<file path="src/rtl/serial_subtractor.sv">
// Bit-serial a - b sequencer driving an external 1-bit full-subtractor cell.
// The operands go to the cell LSB-first, and the cell's difference bits are collected into diff.
//
// state | meaning
// IDLE  | waiting for start
// SHIFT | presenting one bit per clock to the cell, WIDTH bits in total
// DONE  | done pulse; diff/borrow valid
module serial_subtractor #(
  parameter int WIDTH = 8
) (
  input  logic             clk,
  input  logic             rst,
  input  logic             start,
  input  logic [WIDTH-1:0] a,
  input  logic [WIDTH-1:0] b,
  output logic             busy,
  output logic             done,
  output logic [WIDTH-1:0] diff,
  output logic             borrow,
  output logic             cell_a,
  output logic             cell_b,
  output logic             cell_bin,
  input  logic             cell_d,
  input  logic             cell_bout
);

  localparam int CW = $clog2(WIDTH);
  localparam logic [CW-1:0] LAST = CW'(WIDTH - 1);

  typedef enum logic [1:0] {
    IDLE  = 2'd0,
    SHIFT = 2'd1,
    DONE  = 2'd2
  } state_t;

  state_t           state;
  logic [WIDTH-1:0] ra;
  logic [WIDTH-1:0] rb;
  logic [WIDTH-1:0] sr;
  logic             br;
  logic [CW-1:0]    cnt;
  logic             in_shift;
  logic [WIDTH-1:0] sr_next;

  assign in_shift = (state == SHIFT);
  assign cell_a   = in_shift & ra[0];
  assign cell_b   = in_shift & rb[0];
  assign cell_bin = in_shift & br;
  assign sr_next  = {cell_d, sr[WIDTH-1:1]};

  always_ff @(posedge clk) begin
    if (rst) begin
      state  <= IDLE;
      ra     <= '0;
      rb     <= '0;
      sr     <= '0;
      br     <= 1'b0;
      cnt    <= '0;
      busy   <= 1'b0;
      done   <= 1'b0;
      diff   <= '0;
      borrow <= 1'b0;
    end else begin
      case (state)
        IDLE: begin
          done <= 1'b0;
          if (start) begin
            ra    <= a;
            rb    <= b;
            br    <= 1'b0;
            cnt   <= '0;
            busy  <= 1'b1;
            state <= SHIFT;
          end else begin
            busy <= 1'b0;
          end
        end
        SHIFT: begin
          ra  <= ra >> 1;
          rb  <= rb >> 1;
          sr  <= sr_next;
          br  <= cell_bout;
          cnt <= cnt + 1'b1;
          // The last bit's cell outputs go straight into diff/borrow, so they are already valid in the done cycle.
          if (cnt == LAST) begin
            busy   <= 1'b0;
            done   <= 1'b1;
            diff   <= sr_next;
            borrow <= cell_bout;
            state  <= DONE;
          end
        end
        DONE: begin
          done <= 1'b0;
          // The edge that ends the done cycle can take the next request, which keeps back-to-back throughput at WIDTH+1 cycles.
          if (start) begin
            ra    <= a;
            rb    <= b;
            br    <= 1'b0;
            cnt   <= '0;
            busy  <= 1'b1;
            state <= SHIFT;
          end else begin
            state <= IDLE;
          end
        end
        default: begin
          busy  <= 1'b0;
          done  <= 1'b0;
          state <= IDLE;
        end
      endcase
    end
  end

endmodule
</file>
<file path="config.mk">
export PLATFORM = sky130hd
export DESIGN_NAME = serial_subtractor
export DESIGN_NICKNAME = d
export VERILOG_FILES = /design/src/rtl/serial_subtractor.sv
export SDC_FILE = /design/constraint.sdc
export NUM_CORES = 1
export LEC_CHECK = 0
export BUFFER_PORTS_ARGS = -buffer_cell sky130_fd_sc_hd__buf_4
export CORE_UTILIZATION = 31
export DETAILED_ROUTE_END_ITERATION = 10
export PLACE_DENSITY_LB_ADDON = 0.3
export SLEW_MARGIN = 20
export SYNTH_ARGS = -nofsm -noshare
export SYNTH_HDL_FRONTEND = slang
export SYNTH_SLANG_ARGS = --single-unit
</file>
<file path="constraint.sdc">
create_clock -name clk -period 1.8 [get_ports clk]
set_clock_uncertainty 0.15 [all_clocks]
set_input_delay 0.18 -clock clk [delete_from_list [all_inputs] [get_ports clk]]
set_output_delay 0.18 -clock clk [all_outputs]
set_load 0.05 [all_outputs]
</file>
==> flow_summary_export.csv <==
group,metric,value,unit
global_routing,antenna_found_initial,0,
place,port_buffers,34,
sta,fin_crit,1.69,ns
sta,fmax,0.592,GHz
sta,min_period_over_period,0.938,
detailed_routing,totalWireLength,3460,µm
setup_path,crit_type,"flop to primary output",
die,io_pins,35,
power,power_density,833,mW/mm²
synth,synth_top_cell_by_area,"dfxtp_1",
run_status,status,"finished, final reports clean",
power,clockPowerShare,0.308,
power,p_seq_frac,0.531,
finish,final_cell_mix,"buf_4, dfxtp_1, nand2_1, a21oi_1, nor3_1",
global_routing,grt_pass1_vias,1376,
finish,layout_commonest_cell,"buf_4",
finish,final_cells,292,
power,ir_drop,265,µV
die,start_util,0.322,
setup_path,startpoint,"state[1]",
finish,nNetsFinal,243,
sta,final-max-slew-violation-count,0,
synth,netlist_instances,184,
synth,ys_ff_latch,40,
power,p_switching,0.475,mW
finish,drive_above_1_share,0.305,
cts,clockBufferDepth,2,
sta,worst_pin_slew,0.479,ns
synth,synth_cell_types,29,
cts,cts_tree,"done",
run,cap_violations,0,
synth,ys_warn_count,0,
setup_path,cp-end-kind,"primary output",
cts,post_cts_buffers,0,
cts,clock_sinks,40,
setup_path,crit_path_start_kind,"flop",
synth,synthFlopType,"dfxtp_1",
finish,antennaDiodeCount,0,
global_routing,track_usage,0.129,
synth,avgSynthCellArea,9.69,µm²
sta,finalSetupViolCount,0,
sta,hold_violations,0,
synth,synth_nets,207,
setup_path,arrival,1.36,ns
synth,synthArstFlopShare,0,
power,intPower,1.33,mW
synth,ys_seq_area_frac,0.449,
place,hpwl,2340,µm
detailed_routing,remaining_drc_errors,0,
die,core,0.00554,mm²
detailed_routing,drt-wirelength-per-cell,11.9,µm
global_routing,grt_max_degree,41,
hold_path,whs_endpoint,"rb[1]",
sta,relSlewSlack,0.681,
global_routing,grt_pass1_wl,6130,µm
detailed_routing,ant_nets,0,
cts,clkSlewWorstSetupHoldPaths,0.07,ns
power,power.total,1.80,mW
die,die-area,0.00606,mm²
power,p_comb_frac,0.161,
power,p_sw_frac,0.264,
die,rows,27,
hold_path,worstHoldPathType,"input port to flop",
finish,fin_util,0.390,
detailed_routing,vias,1385,
die,die_h,77.8,µm
cts,postCtsHoldBufs,4,
place,placed_cells,281,
setup_path,timing.rr.start,"state[0]",
cts,cts_resized,0,
setup_path,reg2reg_to,"rb[3]",
cts,cts_made_buffers,5,
hold_path,min_path_cells,3,
cts,clock-root-buffer,"clkbuf_8",
setup_path,reg2reg_depth,4,
setup_path,r2r_slack,0.32,ns
sta,rsz0062_at_grt,"false",
global_routing,grt_overflow,0,
power,p_leak,0.807,nW
sta,holdWs,0.0951,ns
setup_path,critPathRequiredTime,1.47,ns
synth,synth_area_leaders,"dfxtp_1, mux2i_1, a211oi_2",
die,dieWidth,77.8,µm
setup_path,crit_fanout,16,
synth,synth_edf_count,0,
synth,syn-cell-area,0.00178,mm²
finish,syn_to_final_growth,21.3,%
sta,tns,0,ns
hold_path,min-delay-start,"b[1]",
detailed_routing,vias_per_cell,4.74,
place,place_congestion,0.675,
synth,yosys.area.top_type_share,0.449,
cts,htreeDepth,2,
detailed_routing,drtPass1Iterations,4,
cts,clock_latency,0.29,ns
detailed_routing,drt_iter0_markers,38,
[how the worst max path moves through the flow]
| stage | end | slack [ns] | cells past startpoint |
|---|---|---|---|
| finish | cell_bin | 0.11 | 3 |
| global route | cell_bin | 0.01 | 3 |
| CTS | cell_bin | 0.09 | 3 |
| detailed placement | diff[4] | 0.31 | 5 |
| global placement | rb[3] | 0.34 | 4 |
| floorplan | cell_a | 0.18 | 5 |
[Yosys cell counts, types with 2 or more instances]
library cell  instances
dfxtp_1              40
nand2_1              28
a21oi_1              21
nor3_1               15
mux2i_1              14
a211oi_2             10
nand3_1              10
buf_6                 5
nand3_2               5
a211oi_1              4
clkbuf_1              4
and2_1                3
buf_2                 3
nand3b_1              3
buf_4                 2
ha_1                  2
nand2b_1              2
nor2_1                2
[layer usage]
metal / vias to the layer above / global-route usage / wire [µm]
li1: 712 / - / -
met1: 642 / 0.157 / 1680
met2: 27 / 0.204 / 1590
met3: 4 / 0.0459 / 152
met4: 0 / 0.0528 / 36
met5: - / 0 / 0
[state kept, by name, indices dropped and copies added (netlist names)]
register and count:
busy 1, sr 7, br 1, borrow 1, rb 8, diff 8, done 1, ra 8
state 2, cnt 3
[critical path, stage by stage (launching register included)]
cell,delay (ns)
dfxtp_1,0.33
and2b_4,0.37
and2_1,0.17
buf_4,0.20
[metrics by stage]
stage	setup slack (ns)	cell area, µm²
floorplan	0.181	1780
global placement	0.340	2040
detailed placement	0.314	2040
CTS	0.0912	2160
global route	0.0137	2160
finish	0.111	2160
[power groups by stage]
| stage | registers (mW) | logic, mW | clock network [mW] |
|---|---|---|---|
| after floorplan | 0.976 | 0.230 | 0 |
| after CTS | 0.956 | 0.294 | 0.580 |
| after detailed placement | 0.977 | 0.287 | 0 |
| after global routing | 0.964 | 0.317 | 0.622 |
| after global placement | 0.976 | 0.286 | 0 |
| final | 0.956 | 0.289 | 0.555 |
[cells by family after synthesis]
logic type,Yosys count,share of synthesized area
AOI/OAI and AO/OA,38,0.159
adders and majority gates,2,0.0140
buffers and inverters,17,0.0807
DFF,40,0.449
muxes,14,0.0786
and+or+nand+nor,73,0.219
[layout make-up]
cell class / instances / area (µm²)
sequential: 40 / 801
tap: 72 / 90.1
clock buffer: 6 / 72.6
clock inverter: 1 / 5.00
fill: 580 / 3380
multi-input combinational: 127 / 838
timing repair buffer: 46 / 355
(Power assumes the default switching activity.)
